**src/rtl/cpu_pkg.sv**
```systemverilog
// Shared CPU definitions: opcodes, ALU op codes, sequencer state encoding and
// the instruction classes the decoder hands to the sequencer.
package cpu_pkg;

  localparam int OP_W    = 5;
  localparam int ALUOP_W = 4;
  localparam int ST_W    = 4;

  localparam logic [OP_W-1:0] OP_LD   = 5'b00000;
  localparam logic [OP_W-1:0] OP_LDI  = 5'b00001;
  localparam logic [OP_W-1:0] OP_ST   = 5'b00010;
  localparam logic [OP_W-1:0] OP_ADD  = 5'b00011;
  localparam logic [OP_W-1:0] OP_SUB  = 5'b00100;
  localparam logic [OP_W-1:0] OP_AND  = 5'b00101;
  localparam logic [OP_W-1:0] OP_OR   = 5'b00110;
  localparam logic [OP_W-1:0] OP_ADDI = 5'b01100;
  localparam logic [OP_W-1:0] OP_NOP  = 5'b11000;
  localparam logic [OP_W-1:0] OP_HALT = 5'b11001;

  localparam logic [ALUOP_W-1:0] ALU_ADD = 4'd0;
  localparam logic [ALUOP_W-1:0] ALU_SUB = 4'd1;
  localparam logic [ALUOP_W-1:0] ALU_AND = 4'd2;
  localparam logic [ALUOP_W-1:0] ALU_OR  = 4'd3;

  localparam logic [ST_W-1:0] S_RST  = 4'd0;
  localparam logic [ST_W-1:0] S_T0   = 4'd1;
  localparam logic [ST_W-1:0] S_T1   = 4'd2;
  localparam logic [ST_W-1:0] S_T1W  = 4'd3;
  localparam logic [ST_W-1:0] S_T2   = 4'd4;
  localparam logic [ST_W-1:0] S_T3   = 4'd5;
  localparam logic [ST_W-1:0] S_T4   = 4'd6;
  localparam logic [ST_W-1:0] S_T5   = 4'd7;
  localparam logic [ST_W-1:0] S_T6   = 4'd8;
  localparam logic [ST_W-1:0] S_T7   = 4'd9;
  localparam logic [ST_W-1:0] S_HALT = 4'd10;

  typedef enum logic [2:0] {
    CLS_ALU,
    CLS_ADDI,
    CLS_LDI,
    CLS_LD,
    CLS_ST,
    CLS_NOP,
    CLS_HALT
  } op_class_t;

endpackage

```
**src/rtl/op_class_decode.sv**
```systemverilog
// Combinational opcode classifier: execute-phase class, ALU op for register
// ALU instructions, and an illegal flag (illegal opcodes behave as nop).
module op_class_decode
  import cpu_pkg::*;
(
  input  logic [OP_W-1:0]    op,
  output op_class_t          op_class,
  output logic [ALUOP_W-1:0] alu_op,
  output logic               illegal
);

  always_comb begin
    op_class = CLS_NOP;
    alu_op   = ALU_ADD;
    illegal  = 1'b0;
    case (op)
      OP_ADD:  op_class = CLS_ALU;
      OP_SUB:  begin op_class = CLS_ALU; alu_op = ALU_SUB; end
      OP_AND:  begin op_class = CLS_ALU; alu_op = ALU_AND; end
      OP_OR:   begin op_class = CLS_ALU; alu_op = ALU_OR;  end
      OP_ADDI: op_class = CLS_ADDI;
      OP_LDI:  op_class = CLS_LDI;
      OP_LD:   op_class = CLS_LD;
      OP_ST:   op_class = CLS_ST;
      OP_NOP:  op_class = CLS_NOP;
      OP_HALT: op_class = CLS_HALT;
      default: illegal = 1'b1;
    endcase
  end

endmodule

```
**src/rtl/control_sequencer.sv**
```systemverilog
// Hardwired fetch/decode/execute sequencer for the 16-register bus datapath.
// Strobes are decoded from the T-step register and ir; state is exported for debug.
module control_sequencer
  import cpu_pkg::*;
(
  input  logic               clock,
  input  logic               clear,
  input  logic [31:0]        ir,
  input  logic               mem_ready,
  input  logic               stop,
  output logic               PCout,
  output logic               MARin,
  output logic               IncPC,
  output logic               PCin,
  output logic               Zin,
  output logic               Zlowout,
  output logic               Yin,
  output logic               MDRout,
  output logic               MDRin,
  output logic               IRin,
  output logic               Gra,
  output logic               Grb,
  output logic               Grc,
  output logic               Rin,
  output logic               Rout,
  output logic               BAout,
  output logic               Cout,
  output logic               Read,
  output logic               Write,
  output logic [ALUOP_W-1:0] alu_op,
  output logic               run,
  output logic               illegal_op,
  output logic [ST_W-1:0]    state
);

  logic [ST_W-1:0]    state_q;
  logic [ST_W-1:0]    state_d;
  op_class_t          op_class;
  logic [ALUOP_W-1:0] cls_alu_op;
  logic               cls_illegal;
  logic               is_st;
  logic               is_mem;
  logic               unused_ir;

  // Register fields are selected in the datapath; only the opcode matters here.
  assign unused_ir = ^ir[26:0];

  op_class_decode u_decode (
    .op       (ir[31:27]),
    .op_class (op_class),
    .alu_op   (cls_alu_op),
    .illegal  (cls_illegal)
  );

  assign is_st  = (op_class == CLS_ST);
  assign is_mem = (op_class == CLS_LD) || is_st;
  assign state  = state_q;

  always_ff @(posedge clock) begin
    if (clear) state_q <= S_RST;
    else       state_q <= state_d;
  end

  always_comb begin
    state_d = state_q;
    case (state_q)
      S_RST:        state_d = S_T0;
      S_T0:         state_d = stop ? S_HALT : S_T1;
      S_T1, S_T1W:  state_d = mem_ready ? S_T2 : S_T1W;
      S_T2:         state_d = S_T3;
      S_T3: begin
        case (op_class)
          CLS_NOP:  state_d = S_T0;
          CLS_HALT: state_d = S_HALT;
          default:  state_d = S_T4;
        endcase
      end
      S_T4:         state_d = S_T5;
      S_T5:         state_d = is_mem ? S_T6 : S_T0;
      S_T6:         state_d = (is_st || mem_ready) ? S_T7 : S_T6;
      S_T7:         state_d = (is_st && !mem_ready) ? S_T7 : S_T0;
      S_HALT:       state_d = S_HALT;
      default:      state_d = S_RST;
    endcase
  end

  // MDRin in the read-wait steps follows mem_ready so MDR captures exactly once.
  always_comb begin
    PCout      = 1'b0;
    MARin      = 1'b0;
    IncPC      = 1'b0;
    PCin       = 1'b0;
    Zin        = 1'b0;
    Zlowout    = 1'b0;
    Yin        = 1'b0;
    MDRout     = 1'b0;
    MDRin      = 1'b0;
    IRin       = 1'b0;
    Gra        = 1'b0;
    Grb        = 1'b0;
    Grc        = 1'b0;
    Rin        = 1'b0;
    Rout       = 1'b0;
    BAout      = 1'b0;
    Cout       = 1'b0;
    Read       = 1'b0;
    Write      = 1'b0;
    alu_op     = ALU_ADD;
    run        = 1'b1;
    illegal_op = 1'b0;
    case (state_q)
      // A pending stop suppresses the fetch so the PC is left untouched.
      S_T0: begin
        if (!stop) begin
          PCout = 1'b1;
          MARin = 1'b1;
          IncPC = 1'b1;
          Zin   = 1'b1;
        end
      end
      S_T1: begin
        Zlowout = 1'b1;
        PCin    = 1'b1;
        Read    = 1'b1;
        MDRin   = mem_ready;
      end
      S_T1W: begin
        Read  = 1'b1;
        MDRin = mem_ready;
      end
      S_T2: begin
        MDRout = 1'b1;
        IRin   = 1'b1;
      end
      S_T3: begin
        case (op_class)
          CLS_ALU, CLS_ADDI: begin
            Grb  = 1'b1;
            Rout = 1'b1;
            Yin  = 1'b1;
          end
          CLS_LDI, CLS_LD, CLS_ST: begin
            Grb   = 1'b1;
            BAout = 1'b1;
            Yin   = 1'b1;
          end
          default: illegal_op = cls_illegal;
        endcase
      end
      S_T4: begin
        Zin = 1'b1;
        if (op_class == CLS_ALU) begin
          Grc    = 1'b1;
          Rout   = 1'b1;
          alu_op = cls_alu_op;
        end else begin
          Cout = 1'b1;
        end
      end
      S_T5: begin
        Zlowout = 1'b1;
        if (is_mem) begin
          MARin = 1'b1;
        end else begin
          Gra = 1'b1;
          Rin = 1'b1;
        end
      end
      S_T6: begin
        if (is_st) begin
          Gra   = 1'b1;
          Rout  = 1'b1;
          MDRin = 1'b1;
        end else begin
          Read  = 1'b1;
          MDRin = mem_ready;
        end
      end
      S_T7: begin
        if (is_st) begin
          Write = 1'b1;
        end else begin
          MDRout = 1'b1;
          Gra    = 1'b1;
          Rin    = 1'b1;
        end
      end
      default: run = 1'b0;
    endcase
  end

  // RST, HALT and some T-steps drive nothing, so the bus rule is "at most one".
  a_one_bus_driver: assert property (@(posedge clock)
    $onehot0({PCout, Zlowout, MDRout, Rout, BAout, Cout}));

  a_alu_idle: assert property (@(posedge clock) !Zin |-> (alu_op == ALU_ADD));

endmodule
```
**config.mk**
```make
export PLATFORM = sky130hd
export DESIGN_NAME = control_sequencer
export DESIGN_NICKNAME = d
export VERILOG_FILES = /design/src/rtl/cpu_pkg.sv /design/src/rtl/op_class_decode.sv /design/src/rtl/control_sequencer.sv
export SDC_FILE = /design/constraint.sdc
export NUM_CORES = 1
export LEC_CHECK = 0
export ABC_AREA = 1
export ABC_CLOCK_PERIOD_IN_PS = 1200
export CORE_ASPECT_RATIO = 1.5
export CORE_MARGIN = 3
export CORE_UTILIZATION = 31
export DETAILED_ROUTE_END_ITERATION = 8
export DONT_BUFFER_PORTS = 1
export SLEW_MARGIN = 20
export SYNTH_ARGS = -nofsm -noshare
export SYNTH_HDL_FRONTEND = slang
export SYNTH_SLANG_ARGS = --single-unit
export TNS_END_PERCENT = 1
```
**constraint.sdc**
```tcl
create_clock -name clock -period 1.2 [get_ports clock]
set_input_delay 0.12 -clock clock [delete_from_list [all_inputs] [get_ports clock]]
set_output_delay 0.12 -clock clock [all_outputs]
set_load 0.1 [all_outputs]
```
### After elaboration in Yosys (flattened, before gate mapping)

Cells that the tools add are included.

* flip-flop bits (word level): 4
* bits in latches: 0
* bits in writable memories: 0
* memory bits (read-only): 0
* input port bits: 36
* memories: 0

* add/subtract/negate cells: 0
* multipliers: 0
* divide/modulo/power cells: 0
* magnitude comparators: 0
* equality and inequality tests: 25
* shift-type cells: 0
* mux-type cells: 43
* bitwise operators: 0
* reductions and logical operators: 15

Operators by type and width (number)
* one-hot mux 4 bit (10 select lines): 1
* two-way mux 1 bit: 25
* two-way mux 4 bit: 5
* one-hot mux 3 bit (6 select lines): 1
* equality test 4 x 3 -> 1 bit (second input constant): 4
* equality test 5 x 3 -> 1 bit (second input constant): 3
* equality test 4 bit (second input constant): 3
* one-hot mux 1 bit (2 select lines): 6
* equality test 5 x 2 -> 1 bit (second input constant): 2
* equality test 5 bit (second input constant): 2
* OR reduction 10 bit: 1
* equality test 3 bit (second input constant): 3
* OR reduction 9 bit: 1
* equality test 4 x 2 -> 1 bit (second input constant): 2
* one-hot mux 4 bit (2 select lines): 1
* equality test 3 x 2 -> 1 bit (second input constant): 2
* one-hot mux 1 bit (3 select lines): 2
* one-hot mux 2 bit (3 select lines): 1
* OR reduction 2 bit: 3
* equality test 5 x 1 -> 1 bit (second input constant): 1
* equality test 5 x 4 -> 1 bit (second input constant): 1
* logical NOT 5 bit: 1
* OR reduction 5 bit: 1
* equality test 4 x 1 -> 1 bit (second input constant): 1
* other kinds (9): 10

### Logic depth before layout (Yosys ltp)

* depth in word-level cells: 7
* depth in mapped cells: 9
* gate-level depth less buffers: 9

### Hierarchy

A second synthesis with hierarchy kept.

* cell total of the unflattened synthesis: 153
* area, all modules: 807.0 µm²

By module, submodules not included
* control_sequencer: instances 1, cells an instance 112, area each 616.8 µm², seq. area each 80.1 µm²
* op_class_decode: instances 1, cells an instance 41, area each 190.2 µm², seq. area each 0.0 µm²

### Worst setup path before layout

No wires, ideal clock.

* path type: register -> output
* start: reg state_q[2] (netlist: state[2])
* end: out alu_op[0]
* data arrival time: 3.673 ns
* required time: 1.080 ns
* slack: -2.593 ns
* stages on the path, launching flop included: 7
* buffers on the path: 0
* cells stage by stage: dfxtp_1 -> nand2_1 -> inv_1 -> nand2_1 -> nor2_1 -> nand2_2 -> nor3_1

* word-level cells in the longest chain between the ends: 2

RTL lines
* from (decl): RTL line control_sequencer.sv:36 `logic [ST_W-1:0] state_q;`
* from (signal assigned): RTL line control_sequencer.sv:61 `else state_q <= state_d;`
* equality test 4 x 3 -> 1 bit: RTL line control_sequencer.sv:111 `case (state_q)`
* two-way mux 4 bit: RTL line control_sequencer.sv:111
* to (decl): RTL line control_sequencer.sv:30 `output logic [ALUOP_W-1:0] alu_op,`

No other way between the ends.

### Worst setup path after layout

* start: reg state_q[3] (netlist: state[3])
* end: out alu_op[1]

The elaborated chain is that of the path after synthesis.

==> summary.txt <==
Setup path
  – Reg2reg setup slack: -150 ps
  – Crit Path Category: reg2out
  – Slowest CP cell: dfxtp_4
  – Startpoint types: flop
  – Worst path required time: about 1100 ps
  – RR Startpoint: state[3]
  – Cell mode on critical path: nand2_4
  – Worst Path Buf+Inv: 4
  – CP top delay family: buffers and inverters
  – CP Launch Point: state[3]
  – Crit-path cells: inv_4 > nand2_4 > inv_4 > nand2_4 > nor2_4 > nand2_4 > buf_6 > nor2_4 > buf_12
  – Crit path max fanout: 4
  – Max incr delay on CP: approximately 350 ps
  – Critical path capture point type: primary output
  – R2r endpoint: state[0]
  – Arr. time, crit path: around 1500 ps
  – Worst R2R Path Depth: 9

Clock tree
  – TritonCTS Buffers: 3
  – CTS root buf: clkbuf_4
  – Clock latency at the later pin of the worst-skew pair: between 200 and 250 ps
  – Clk pin slew, worst setup/hold paths: around 40 ps
  – Clk sinks: 4
  – CTS tree: done
  – H-Tree Depth: 1
  – Buffer depth of the longest clock path: 2

Job
  – # Max-Cap Violations: 0

Finish
  – Nets: between 200 and 250
  – Max reg flops: 4
  – Diodes inserted: 0
  – Area growth syn-to-layout: 134.0%
  – Share of layout cells above drive strength 1: 0.5922
  – Final std cells w/o fill: 200

Pwr
  – Cell-internal power: ~1.3 mW
  – Clock Power Share: 0.047
  – Cell Pwr Density: 2296 mW/mm²
  – Switch share: 0.6440
  – Pwr Total: between 3 and 4 mW
  – LEAKAGE: approximately 0.78 nW
  – Comb pwr share: 0.872
  – Sequential Power Share: 0.082
  – Switching Power: approximately 2.3 mW
  – Worst IR drop on VDD: 1.697 mV

Placed design
  – Place WS: -247.7 ps
  – IO Port Bufs: 0
  – Routability congestion estimate: ~0.9
  – DP Cell Count: around 190
  – Dpl hpwl: 2128 µm

STA
  – Highest Clock Rate: around 630 MHz
  – Fin. max-slew vios: 0
  – Setup TNS: -7391 ps
  – RSZ-0062 raised after global routing: yes
  – Minimum clock period after layout: between 1500 and 2000 ps
  – Final hold vios: 0
  – Worst Skew: about 0.38 ps
  – Fin crit share: 1.317
  – Final worst setup slack: -380.5 ps
  – Setup violators final: 27

Yosys
  – Async S/R FF share, synth: 0
  – Dominant cell type by area after synthesis: nand2_1
  – Leading cell types by count after synthesis: nand2_1 (33), inv_1 (25), nor2_1 (19)
  – Post-synth EDFFs: 0
  – Post-Syn Instances: approximately 130
  – Top-area cell type share of the netlist area: 0.1893
  – Sequential area share after synthesis: 0.1224
  – Top-count cell post-synth: nand2_1
  – Synth cell types: 22
  – Avg Cell Area, Syn: 5.193 µm²
  – #FFs+latches synth: 4
  – Synthesized area: approximately 650 µm²
  – Dominant synthesized flop cell: dfxtp_1
  – Ys Warns: 0
  – Top cells by area, synth: nand2_1 (19%), inv_1 (14%), dfxtp_1 (12%)

Drt
  – Via count: roughly 1,000
  – DR iter-0 viols: 30
  – Drc violations: 0
  – Post-route ant nets: 0
  – Drt total wl: around 2600 µm
  – Vias per inst: 4.990
  – Drt first pass iters: 4
  – Wire per inst: ~13 µm

Floorplanning
  – # rows: 19
  – Io pins: 65
  – Core area: roughly 0.0019 mm²
  – Initial Util: 0.3398
  – Die X: about 44 µm
  – Chip height: just over 60 µm
  – Die footprint: approximately 0.0027 mm²

Outcome
  – Failing checks: setup timing
  – Status: finished, violations left

Global routing
  – First-pass GRT wire length: about 4400 µm
  – GR Overflow Total: 0
  – Initial antenna violation count: 0
  – Number of global-route vias before repair: just over 1,000
  – Pin count of the biggest net entering global routing: 9
  – GRT Total Usage: 0.2053

Hold path
  – Hold depth: 3
  – WHS Endpoint: state[0]
  – Tightest Hold Check Type: in2reg
  – Min-Delay Startpoint: clear
-- through the flow --
| step | hold slack (ps) | cell area [µm²] | util |
|---|---|---|---|
| 6_report | 38.78 | 1531 | 0.7953 |
| 5_1_grt | 53.70 | 1531 | 0.7953 |
| 4_1_cts | 34.36 | 1511 | 0.7849 |
| 3_5_place_dp | 185.8 | 1378 | 0.7154 |
| 3_3_place_gp | 182.6 | 1378 | 0.7154 |
| 2_1_floorplan | 179.7 | 815.8 | - |
-- power by group through the flow --
stage | sequential [mW] | clock (mW) | combinational (mW)
finish | 0.287 | 0.164 | 3.06
global route | 0.299 | 0.180 | 3.18
CTS | 0.284 | 0.168 | 3.03
detailed placement | 0.264 | 0 | 2.87
global placement | 0.257 | 0 | 2.84
floorplan | 0.584 | 0 | 1.71
-- worst min-delay path, cell delays in order --
cell and delay, ps:
inv_1 30, nand2_1 60, inv_1 30
-- repair_timing --
action                                  4_1_cts  5_1_grt
gates resized for setup                      20        6
hold buffers                                  1        0
endpoints found under the setup margin       27       27
buffers inserted                              5        0
endpoints found under the hold margin         2        0
pin swaps                                    15        8
-- area by class of cell --
| type | instances | area, µm² |
|---|---|---|
| Inverter | 26 | 108.9 |
| Fill cell | 123 | 394.1 |
| Clock buffer | 3 | 22.52 |
| Multi-Input combinational cell | 93 | 629.4 |
| Timing Repair Buffer | 53 | 649.4 |
| Sequential cell | 4 | 95.09 |
| Tap cell | 21 | 26.28 |
-- logic make-up after synthesis --
group           Yosys count  synth area share
flops                     4            0.1224
buf+inv                  30            0.1950
simple gates             80            0.5641
compound gates           11            0.1128
other cells               1          0.005731
-- per-layer routing --
metal / global-route usage / vias to the layer above / part of all wire
met2: 0.3944 / 43 / 0.60
li1: - / 495 / -
met1: 0.1888 / 454 / 0.33
met5: 0 / - / 0
met4: 0.09434 / 0 / 0.020
met3: 0.04913 / 6 / 0.048
-- cells in the final DEF (no fill, tap or decap), drive strengths merged --
cell / Yosys / layout
clkinvlp: 0 / 1
nor2: 24 / 24
nor3: 5 / 5
dfxtp: 4 / 4
nand3: 13 / 13
nand2: 34 / 34
clkbuf: 0 / 3
a21oi: 1 / 1
nand3b: 1 / 1
conb: 1 / 2
a211oi: 1 / 1
or2: 1 / 1
inv: 26 / 25
o2111a: 1 / 1
o21ai: 7 / 7
a31oi: 1 / 1
buf: 4 / 52
dlygate4sd3: 0 / 1
nand4: 2 / 2
-- worst max-delay path by stage --
stage,to,cells after the start
6_report,alu_op[1],9
5_1_grt,alu_op[1],9
4_1_cts,Gra,6
3_5_place_dp,MDRin,6
3_3_place_gp,Yin,7
2_1_floorplan,alu_op[0],6
Note: power is estimated with default switching activity, not from simulation.
